[config.mk]
export PLATFORM = sky130hd
export DESIGN_NAME = ram_dump_reader_flat
export DESIGN_NICKNAME = d
export VERILOG_FILES = /design/src/rtl/sap_pkg.sv /design/src/rtl/ram_dump_reader_if.sv /design/src/rtl/ram_dump_reader.sv /design/src/flat_wrapper.sv
export SDC_FILE = /design/constraint.sdc
export NUM_CORES = 1
export LEC_CHECK = 0
export BUFFER_PORTS_ARGS = -buffer_cell sky130_fd_sc_hd__buf_2
export CELL_PAD_IN_SITES_DETAIL_PLACEMENT = 1
export CELL_PAD_IN_SITES_GLOBAL_PLACEMENT = 1
export CORE_MARGIN = 3
export CORE_UTILIZATION = 30
export CTS_BUF_LIST = sky130_fd_sc_hd__clkbuf_4
export DETAILED_ROUTE_END_ITERATION = 16
export PLACE_DENSITY_LB_ADDON = 0.2
export SYNTH_ARGS = -nofsm -noshare
export SYNTH_HDL_FRONTEND = slang
export SYNTH_SLANG_ARGS = --single-unit
[constraint.sdc]
create_clock -name clk -period 1.3 [get_ports clk]
set_input_delay 0.195 -clock clk [delete_from_list [all_inputs] [get_ports clk]]
set_output_delay 0.195 -clock clk [all_outputs]
set_load 0.02 [all_outputs]
[src/rtl/sap_pkg.sv]
// Shared constants and FSM encoding for the RAM dump reader.
// Build option: RAM_DUMP_CHECKSUM_EN appends a mod-256 checksum beat to each dump.
package sap_pkg;

  localparam int ADDR_W = 4;
  localparam int DATA_W = 8;

`ifdef RAM_DUMP_CHECKSUM_EN
  localparam bit CKSUM_ON = 1'b1;
`else
  localparam bit CKSUM_ON = 1'b0;
`endif

  typedef enum logic [2:0] {
    IDLE    = 3'd0,
    ISSUE   = 3'd1,
    CAPTURE = 3'd2,
    SEND    = 3'd3,
    FINISH  = 3'd4
`ifdef RAM_DUMP_CHECKSUM_EN
    ,
    CKSUM   = 3'd5
`endif
  } dump_state_t;

endpackage

[src/rtl/ram_dump_reader_if.sv]
// Valid/ready stream carrying one RAM word tagged with its address.
interface ram_dump_reader_if;
  import sap_pkg::*;

  logic [DATA_W-1:0] data;
  logic [ADDR_W-1:0] addr;
  logic              valid;
  logic              ready;
  logic              last;

  modport master (output data, addr, valid, last, input ready);
  modport slave  (input data, addr, valid, last, output ready);

endinterface

[src/rtl/ram_dump_reader.sv]
// Walks the FIRST_ADDR..LAST_ADDR window (wrapping) of the 16x8 RAM and streams each word.
// Build option: RAM_DUMP_CHECKSUM_EN adds a trailing checksum beat (addr 0, last = 1).
module ram_dump_reader
  import sap_pkg::*;
#(
  parameter logic [ADDR_W-1:0] FIRST_ADDR = 4'h0,
  parameter logic [ADDR_W-1:0] LAST_ADDR  = 4'hF
) (
  input  logic              clk,
  input  logic              reset,
  input  logic              start,
  output logic [ADDR_W-1:0] ram_addr,
  input  logic [DATA_W-1:0] ram_rdata,
  output logic              ram_sel,
  ram_dump_reader_if.master dout,
  output logic              busy,
  output logic              done
);

  dump_state_t       state;
  logic [ADDR_W-1:0] cur;
`ifdef RAM_DUMP_CHECKSUM_EN
  logic [DATA_W-1:0] sum;
`endif

  // The RAM read port is registered, so driving cur straight out lets ISSUE
  // present the address and CAPTURE see the word one cycle later.
  assign ram_addr = cur;
  assign busy     = (state != IDLE);
  assign ram_sel  = busy;
  assign done     = (state == FINISH);

  // NOTE: all state updates use non-blocking assignments so every branch sees
  // the pre-edge values of cur/state, regardless of statement order.
  always_ff @(posedge clk) begin
    if (reset) begin
      state      <= IDLE;
      cur        <= FIRST_ADDR;
      dout.data  <= '0;
      dout.addr  <= '0;
      dout.valid <= 1'b0;
      dout.last  <= 1'b0;
`ifdef RAM_DUMP_CHECKSUM_EN
      sum        <= '0;
`endif
    end else begin
      case (state)
        IDLE: begin
          if (start) begin
            cur   <= FIRST_ADDR;
            state <= ISSUE;
`ifdef RAM_DUMP_CHECKSUM_EN
            sum   <= '0;
`endif
          end
        end

        ISSUE: state <= CAPTURE;

        CAPTURE: begin
          dout.data  <= ram_rdata;
          dout.addr  <= cur;
          dout.valid <= 1'b1;
          dout.last  <= (cur == LAST_ADDR) && !CKSUM_ON;
`ifdef RAM_DUMP_CHECKSUM_EN
          sum        <= sum + ram_rdata;
`endif
          state      <= SEND;
        end

        SEND: begin
          if (dout.ready) begin
            if (cur == LAST_ADDR) begin
`ifdef RAM_DUMP_CHECKSUM_EN
              // Checksum beat follows back-to-back; valid stays high.
              dout.data <= sum;
              dout.addr <= '0;
              dout.last <= 1'b1;
              state     <= CKSUM;
`else
              dout.valid <= 1'b0;
              dout.last  <= 1'b0;
              state      <= FINISH;
`endif
            end else begin
              dout.valid <= 1'b0;
              dout.last  <= 1'b0;
              cur        <= cur + 1'b1;
              state      <= ISSUE;
            end
          end
        end

`ifdef RAM_DUMP_CHECKSUM_EN
        CKSUM: begin
          if (dout.ready) begin
            dout.valid <= 1'b0;
            dout.last  <= 1'b0;
            state      <= FINISH;
          end
        end
`endif

        FINISH: state <= IDLE;

        default: state <= IDLE;
      endcase
    end
  end

endmodule

[src/flat_wrapper.sv]
// flat-port wrapper written by rule: the top's interface ports become plain ports
module ram_dump_reader_flat import sap_pkg::*;
#(
  parameter logic [ADDR_W-1:0] FIRST_ADDR = 4'h0,
  parameter logic [ADDR_W-1:0] LAST_ADDR  = 4'hF
)
  (clk, reset, start, ram_addr, ram_rdata, ram_sel, busy, done, dout_data, dout_addr, dout_valid, dout_last, dout_ready);
  ram_dump_reader_if dout_i ();
  input  logic clk;
  input  logic reset;
  input  logic start;
  output logic [ADDR_W-1:0] ram_addr;
  input  logic [DATA_W-1:0] ram_rdata;
  output logic ram_sel;
  output logic busy;
  output logic done;
  output wire logic [$bits(dout_i.data)-1:0] dout_data;
  output wire logic [$bits(dout_i.addr)-1:0] dout_addr;
  output wire logic [$bits(dout_i.valid)-1:0] dout_valid;
  output wire logic [$bits(dout_i.last)-1:0] dout_last;
  input wire logic [$bits(dout_i.ready)-1:0] dout_ready;
  assign dout_data = dout_i.data;
  assign dout_addr = dout_i.addr;
  assign dout_valid = dout_i.valid;
  assign dout_last = dout_i.last;
  assign dout_i.ready = dout_ready;
  ram_dump_reader #(.FIRST_ADDR(FIRST_ADDR), .LAST_ADDR(LAST_ADDR)) u_core (.clk(clk), .reset(reset), .start(start), .ram_addr(ram_addr), .ram_rdata(ram_rdata), .ram_sel(ram_sel), .dout(dout_i), .busy(busy), .done(done));
endmodule
==> impl_metrics.tcl, run 1 <==
set metrics [dict create \
    synth_edf_count 0 \
    peakVddDrop_mv 0.383 \
    dp_cells 174 \
    violations "negative setup slack" \
    place_hpwl_mm 1.76 \
    htree_levels 1 \
    p_leak_nw 0.591 \
    hp-class "in2reg" \
    start_util_pct 32.5 \
    ant_nets 0 \
    power_density_nw_per_um2 963 \
    status "finished with violations" \
    row_count 19 \
    setup.worst_path.start "u_core.state[0]" \
    r2r_slack_ps -100 \
    yosys_warnings 0 \
    drtIter0Drc 24 \
    drc_errors 0 \
    fin_crit_ps 1490 \
    syn_area_sq_um 920 \
    tightest_slew_ps 263 \
    grt_pass1_vias 843 \
    critPathCaptureType "primary output" \
    synth-seq-cells 21 \
    rsz0062_at_grt "true" \
    timing.rr.start "u_core.state[2]" \
    syn-num-nets 118 \
    timing.fmax_mhz 671 \
    drive_above_1_share_pct 53.2 \
    drtPass1Iterations 4 \
    cpMostUsedCell "buf_6" \
    fin_ws_ps -191 \
    ios 33 \
    yosysSeqAreaShare_pct 45.7 \
    syn-mean-instance-area_sq_um 8.76 \
    cpLargestDelayFamily "simple AND/OR/NAND/NOR gates" \
    setup_viol 20 \
    grt_overflow 0 \
    grt_pass1_wl_mm 4.04 \
    path_class "reg2out" \
    cts-root-buf "clkbuf_4" \
    max_stage_delay_ps 390 \
    maxSlewViolCount 0 \
    die_y_um 61.4 \
    post_drt_wl_per_cell_um 13.8 \
    cp-start-kind "flop" \
    cts.hold.buffers_added 0 \
    crit_cells 3 \
    synth.distinct_cells 35 \
    timing.slew.headroom_pct 82.4 \
    antenna_found_initial 0 \
    die_area_sq_um 3770 \
    path_buf_inv 2 \
    setup.worst_path.end "busy" \
    cp_slowest_cell "or3_4" \
    reg2reg_to "u_core.ram_addr[1]" \
    instances_no_fill 185 \
    fp.coreArea_sq_um 2830 \
    crit_fanout 2 \
    io_buffers 32 \
    nFillCells 349 \
    clock_skew_ps 5.81 \
    area_growth_pct 50.6 \
    report.final.hold_viol_count 0 \
    fin_setup_tns_ps -1120 \
    critPathArrivalTime_ps 1300 \
    path_cells "buf_6 -> or3_4 -> buf_6" \
    fin_nets 168 \
    die_w_um 61.4 \
    clkSlewWorstSetupHoldPaths_ps 120 \
    r2r_cells 4 \
    grt_usage_pct 14.6 \
    vias 931 \
    grt_max_degree 23 \
    clock-sinks 21 \
    wl_mm 2.55 \
    drv_cap 0 \
    cts_buffers 3 \
    via_per_inst 5.03 \
    postSynthCellCount 105 \
    synth_ff_type "dfxtp_1" \
    gp_congestion 0.780 \
    cts_tree "done" \
    cp.required_ps 1110 \
    diodes 0 \
    fin_crit_sh_pct 115 \
    worstHoldStart "ram_rdata[1]" \
    cts_max_path_buffers 2 \
    clk_latency_ps 310 \
    synthArstFlopShare_pct 0 \
]
## metal layers
| metal | vias to the layer above | global-route usage [%] | wire, um |
|---|---|---|---|
| met5 | - | 0 | 0 |
| met4 | 0 | 5.45 | 16 |
| met3 | 2 | 2.73 | 148 |
| met2 | 25 | 23.0 | 1250 |
| met1 | 440 | 20.0 | 1130 |
| li1 | 464 | - | - |
## Yosys cell counts, types with 2 or more instances
cell / instances / area, sq um
a21oi_1: 15 / 75.1
a311oi_1: 2 / 17.5
buf_4: 3 / 22.5
buf_6: 2 / 22.5
clkbuf_1: 2 / 7.51
dfxtp_1: 21 / 420
nand2_1: 26 / 97.6
nand2b_1: 2 / 12.5
nand3_1: 2 / 10.0
nand3b_1: 2 / 15.0
nor2_1: 2 / 7.51
nor3_1: 2 / 10.0
o21ai_0: 2 / 10.0
## cell families after synthesis
family / count (synthesis) / synth area share (%)
compound gates: 23 / 14.6
fa+ha+maj: 1 / 1.36
buf+inv: 8 / 6.26
flops: 21 / 45.7
mux: 1 / 1.09
simple gates: 51 / 31.0
## worst min path at each step
stage	slack, ps	depth (start not counted)	end
floorplan	330	2	u_core.dout.data[0]
global placement	440	3	u_core.dout.data[1]
detailed placement	450	3	u_core.dout.data[5]
CTS	110	3	u_core.dout.data[3]
global route	110	3	u_core.dout.data[3]
finish	110	3	u_core.dout.data[1]
## layout make-up
type                    instances  area, sq um  area share (%)
flip-flops and latches         21          434            31.3
clock buffers                   3         22.5            1.63
repair buffers                 53          370            26.7
multi-input cells              76          514            37.1
clock inverters                 1         5.00           0.361
well taps                      31         38.8            2.80
## what timing repair did
action	CTS	global route
endpoints found under the setup margin	19	21
pin swaps	6	2
resized for setup	21	13
setup buffers	6	1
## cells in the final DEF (no fill, tap or decap), drive strengths merged, types with 2 or more instances in the layout
cell	n
nor3b	2
or2b	2
buf	53
dfxtp	21
clkbuf	3
a21oi	15
nand2	26
nor2	2
nand2b	2
nand3	2
o21ai	4
nand3b	2
nor3	2
a311oi	2
## tightest hold or removal path, cell delays in order
cell and delay (ps):
buf_2 90, nand2_1 50, a21oi_1 50
## sequential cells by signal, summed over array words and instances, names as in the netlist
signal and flops:
u_core.state 3, u_core.dout.valid 1, u_core.dout.addr 4, u_core.dout.last 1, u_core.dout.data 8, u_core.ram_addr 4
## stage by stage
stage / instance area (sq um) / power (mW) / util (%) / setup WS [ps] / hold slack, ps
after detailed placement: 1190 / 0.956 / 42.0 / -66.7 / 447
after global routing: 1390 / 1.40 / 49.0 / -236 / 112
final: 1390 / 1.33 / 49.0 / -191 / 114
after global placement: 1190 / 0.949 / 42.0 / -39.6 / 435
after CTS: 1330 / 1.34 / 47.0 / -209 / 106
after floorplan: 928 / 0.872 / - / -64.0 / 331
## where the power goes
group / switching [mW] / internal, mW / total, mW
sequential: 0.0149 / 0.669 / 0.684
clock: 0.206 / 0.115 / 0.321
combinational: 0.171 / 0.159 / 0.330
total: 0.392 / 0.943 / 1.33
(Power assumes the default switching activity.)
==> inputs of run 2 (changes only) <==
clock period = 1.2 ns   (was 1.3 ns; I/O delays follow)
==> run 2 against run 1 <==
The run still ends with negative setup slack left. Critical path depth is the same. Worst hold slack lost 16 ps. Clock power grew 15%. Non-clock buffer count is the same. Worst setup slack lost 85 ps. Clock-buffer cell count grew 1. Combinational power grew 15%. Clock skew grew 5.1 ps. Routed wire length grew 11%.
==> impl_metrics.tcl, run 2 (synthesized netlist as in run 1, its figures left out) <==
set metrics [dict create \
    path_cells "buf_6 -> or3_4 -> buf_6" \
    place_hpwl_mm 1.96 \
    r2r_cells 4 \
    r2r_slack_ps -190 \
    drv_cap 0 \
    timing.slew.headroom_pct 83.1 \
    cp.required_ps 1020 \
    tightest_slew_ps 251 \
    path_class "reg2out" \
    die_y_um 61.4 \
    grt_max_degree 23 \
    final_common_cell "buf_2" \
    power_density_nw_per_um2 1070 \
    clkSlewWorstSetupHoldPaths_ps 130 \
    setup_viol 20 \
    clock_skew_ps 10.9 \
    peakVddDrop_mv 0.437 \
    clock-sinks 21 \
    pre_cts_slack_ps -137 \
    cts_tree "done" \
    fin_crit_ps 1480 \
    critPathCaptureType "primary output" \
    crit_fanout 2 \
    wl_mm 2.84 \
    final_cell_mix "buf_2, nand2_1, buf_4" \
    post_drt_wl_per_cell_um 15.4 \
    cts-root-buf "clkbuf_4" \
    hp-class "in2reg" \
    start_util_pct 32.5 \
    drtIter0Drc 13 \
    grt_overflow 0 \
    grt_pass1_wl_mm 4.20 \
    cpLargestDelayFamily "simple AND/OR/NAND/NOR gates" \
    cts_max_path_buffers 2 \
    gp_congestion 0.809 \
    largest_reg_flops 8 \
    diodes 0 \
    path_buf_inv 2 \
    finish.utilization_pct 49.4 \
    clk_latency_ps 300 \
    cp-start-kind "flop" \
    p_leak_nw 0.590 \
    drive_above_1_share_pct 51.3 \
    ant_nets 0 \
    area_growth_pct 52.0 \
    min_to "u_core.dout.data[6]" \
    report.final.hold_viol_count 0 \
    fin_crit_sh_pct 123 \
    timing.rr.start "u_core.state[1]" \
    reg2reg_to "u_core.ram_addr[1]" \
    fin_ws_ps -276 \
    dp_cells 175 \
    timing.fmax_mhz 678 \
    cts_buffers 3 \
    die_w_um 61.4 \
    cp_slowest_cell "or3_4" \
    grt_pass1_vias 896 \
    ios 33 \
    grt_usage_pct 15.2 \
    violations "negative setup slack" \
    die_area_sq_um 3770 \
    fin_nets 168 \
    multi_input_area_sq_um 519 \
    instances_no_fill 185 \
    io_buffers 32 \
    worstHoldStart "ram_rdata[6]" \
    fin_setup_tns_ps -2240 \
    row_count 19 \
    vias 935 \
    rsz0062_at_grt "true" \
    maxSlewViolCount 0 \
    largest-register "u_core.dout.data" \
    drtPass1Iterations 4 \
    ff_latch_area_sq_um 439 \
    max_stage_delay_ps 390 \
    antenna_found_initial 0 \
    drc_errors 0 \
    hold-worst-slack_ps 97.2 \
    status "finished with violations" \
    critPathArrivalTime_ps 1300 \
    hold_depth 3 \
    htree_levels 1 \
    fp.coreArea_sq_um 2830 \
    nFillCells 343 \
    via_per_inst 5.05 \
    cpMostUsedCell "buf_6" \
]
run 2: changes by cell type in the layout (fill, tap and decap cells not counted), sizes merged:
cell / before / now
clkinv: 1 / 0
clkbuf: 3 / 4
run 2: how the worst max path moves through the flow:
stage / from / slack [ps] / cells after the start / to
2_1_floorplan: u_core.ram_addr[1] / -100 / 4 / u_core.ram_addr[0]
5_1_grt: u_core.state[2] / -330 / 3 / busy
3_3_place_gp: u_core.ram_addr[1] / -70 / 4 / u_core.ram_addr[0]
6_report: u_core.state[0] / -280 / 3 / busy
3_5_place_dp: u_core.state[0] / -140 / 3 / u_core.ram_addr[1]
4_1_cts: u_core.state[0] / -290 / 3 / busy
run 2: metal layers:
| metal | vias up | GRT usage, % | share of wire [%] |
|---|---|---|---|
| met5 | - | 0 | 0 |
| met2 | 18 | 27.6 | 50 |
| li1 | 463 | - | - |
| met1 | 452 | 18.6 | 46 |
| met4 | 0 | 3.64 | 0.42 |
| met3 | 2 | 2.52 | 4.0 |
run 2: cell type report:
class	count	area share [%]
clock buffers	4	2.15
multi-input cells	76	37.2
flip-flops and latches	21	31.4
well taps	31	2.78
repair buffers	53	26.5
run 2: repair_timing:
item	4_1_cts	5_1_grt
endpoints found under the hold margin	0	0
setup endpoints to repair	20	25
setup buffers	5	0
pin swaps	5	5
hold buffers	0	0
resized for setup	20	11
cloned	1	0
run 2: report_power, final:
group / internal [mW] / switching [mW] / total, mW
Sequential: 0.723 / 0.0166 / 0.740
Combinational: 0.189 / 0.191 / 0.380
Clock: 0.152 / 0.217 / 0.369
run 2: worst min-delay path, delay by kind of cell:
| kind | cells | cell delay [ps] |
|---|---|---|
| buffers and inverters | 1 | 90 |
| AO/OA/AOI/OAI | 1 | 50 |
| AND/OR/NAND/NOR | 1 | 50 |
run 2: stage by stage:
step	instance area (sq um)	power, mW
2_1_floorplan	952	0.946
3_3_place_gp	1210	1.04
3_5_place_dp	1210	1.05
4_1_cts	1350	1.49
5_1_grt	1400	1.57
6_report	1400	1.49
==> inputs of run 3 (changes only) <==
PLACE_DENSITY = 0.7   (was unset)
PLACE_DENSITY_LB_ADDON = unset   (was 0.2)
==> run 3 against run 2 <==
The flow still finishes with violations (negative setup slack). Sequential cell count unchanged. Clock power down 7.6%. Final area up 6.8%. Non-clock buffer count up 1. Worst hold slack better by 0.69 ps. Fmax down 0.16%. Sequential share of layout area down 1.8 points. Global-route usage down 0.32 points. Largest cell class unchanged.
==> impl_metrics.tcl, run 3 (synthesized netlist as in run 1, its figures left out) <==
set metrics [dict create \
    grt_usage_pct 14.9 \
    wl_mm 2.88 \
    row_count 19 \
    cp_slowest_cell "or3_4" \
    tightest_slew_ps 289 \
    maxSlewViolCount 0 \
    critPathCaptureType "primary output" \
    die_y_um 61.4 \
    drive_above_1_share_pct 63.9 \
    grt_max_degree 23 \
    fp.coreArea_sq_um 2830 \
    start_util_pct 32.5 \
    violations "negative setup slack" \
    htree_levels 1 \
    seq_power_share_pct 50.1 \
    drtPass1Iterations 4 \
    multi_input_area_sq_um 577 \
    report.final.hold_viol_count 0 \
    ios 33 \
    drv_cap 0 \
    clk_latency_ps 300 \
    power_density_nw_per_um2 994 \
    final_cell_mix "buf_2, buf_6, buf_4, dfxtp_1, nand2_1" \
    largest_reg_flops 8 \
    ff_latch_area_sq_um 442 \
    grt_pass1_vias 927 \
    fin_setup_tns_ps -2200 \
    peakVddDrop_mv 0.414 \
    clkSlewWorstSetupHoldPaths_ps 120 \
    cts_tree "done" \
    path_class "reg2out" \
    combPwrFrac_pct 27.0 \
    timing.slew.headroom_pct 80.7 \
    cp.required_ps 1020 \
    cts_max_path_buffers 2 \
    fin_ws_ps -278 \
    rsz0062_at_grt "true" \
    drc_errors 0 \
    die_area_sq_um 3770 \
    dp_cells 177 \
    cts_buffers 3 \
    max_stage_delay_ps 390 \
    setup_viol 20 \
    cts.hold.buffers_added 0 \
    swShare_pct 29.8 \
    ant_nets 0 \
    grt_overflow 0 \
    cp-start-kind "flop" \
    diodes 0 \
    path_cells "buf_6 -> or3_4 -> buf_6" \
    pre_cts_slack_ps -153 \
    final_common_cell "buf_2" \
    cpMostUsedCell "buf_6" \
    crit_fanout 3 \
    instances_no_fill 186 \
    hp-class "in2reg" \
    drtIter0Drc 19 \
    largest-register "u_core.dout.data" \
    clock_power_share_pct 23.0 \
    vias 953 \
    status "finished with violations" \
    clock_skew_ps 3.68 \
    via_per_inst 5.12 \
    area_growth_pct 62.3 \
    post_drt_wl_per_cell_um 15.5 \
    p_leak_nw 0.649 \
    nFillCells 337 \
    p_switching_mw 0.442 \
    io_buffers 32 \
    power.total_mw 1.48 \
    fin_crit_ps 1480 \
    gp_congestion 0.778 \
    timing.fmax_mhz 677 \
    cts-root-buf "clkbuf_4" \
    hold-worst-slack_ps 97.9 \
    die_w_um 61.4 \
    place_hpwl_mm 1.97 \
    fin_crit_sh_pct 123 \
    clock-sinks 21 \
    critPathArrivalTime_ps 1300 \
    fin_nets 169 \
    p_int_mw 1.04 \
    grt_pass1_wl_mm 4.21 \
    antenna_found_initial 0 \
]
==> run 3: routing by layer <==
metal  track usage [%]  part of all wire (%)
met4              6.06                   1.2
met3              3.56                   4.3
met1              18.4                    42
met5                 0                     0
met2              24.8                    53
==> run 3: final cells by class <==
class,count,share of cell area (%)
Timing Repair Buffer,54,27.3
Clock inverter,1,0.335
Clock buffer,3,1.51
Tap cell,31,2.60
Sequential cell,21,29.6
Multi-Input combinational cell,76,38.6
==> run 3: final timing paths <==
check | cells after the start | endpoint | slack (ps) | start
worst max-delay path | 3 | busy | -280 | u_core.state[1]
worst min-delay path | 3 | u_core.dout.data[6] | 100 | ram_rdata[6]
worst max register to register | 4 | u_core.ram_addr[1] | -200 | u_core.state[1]
worst min register to register | 2 | u_core.dout.addr[1] | 460 | u_core.dout.addr[1]
==> run 3: critical path, delay by kind of cell, from the launching register on <==
family                 cells  cell delay, ps
buffers and inverters      2             250
flip-flops                 1             370
AND/OR/NAND/NOR            1             390
==> run 3: per-stage QoR <==
step	instance area, sq um	utilization [%]
floorplan	952	-
global placement	1230	43.5
detailed placement	1230	43.5
CTS	1340	47.3
global route	1490	52.8
finish	1490	52.8
==> run 3: timing repair <==
item / CTS / global route
setup endpoints to repair: 21 / 25
gates resized for setup: 20 / 45
pin swaps: 2 / 16
setup buffers: 3 / 2
hold endpoints to repair: 0 / 0
gates cloned: 0 / 1
==> run 3: power by group through the flow <==
stage                     logic (mW)  registers [mW]  clock network, mW
final                          0.400           0.743              0.341
after CTS                      0.340           0.741              0.357
after detailed placement       0.281           0.763                  0
after floorplan                0.165           0.781                  0
after global placement         0.275           0.759                  0
after global routing           0.431           0.747              0.382
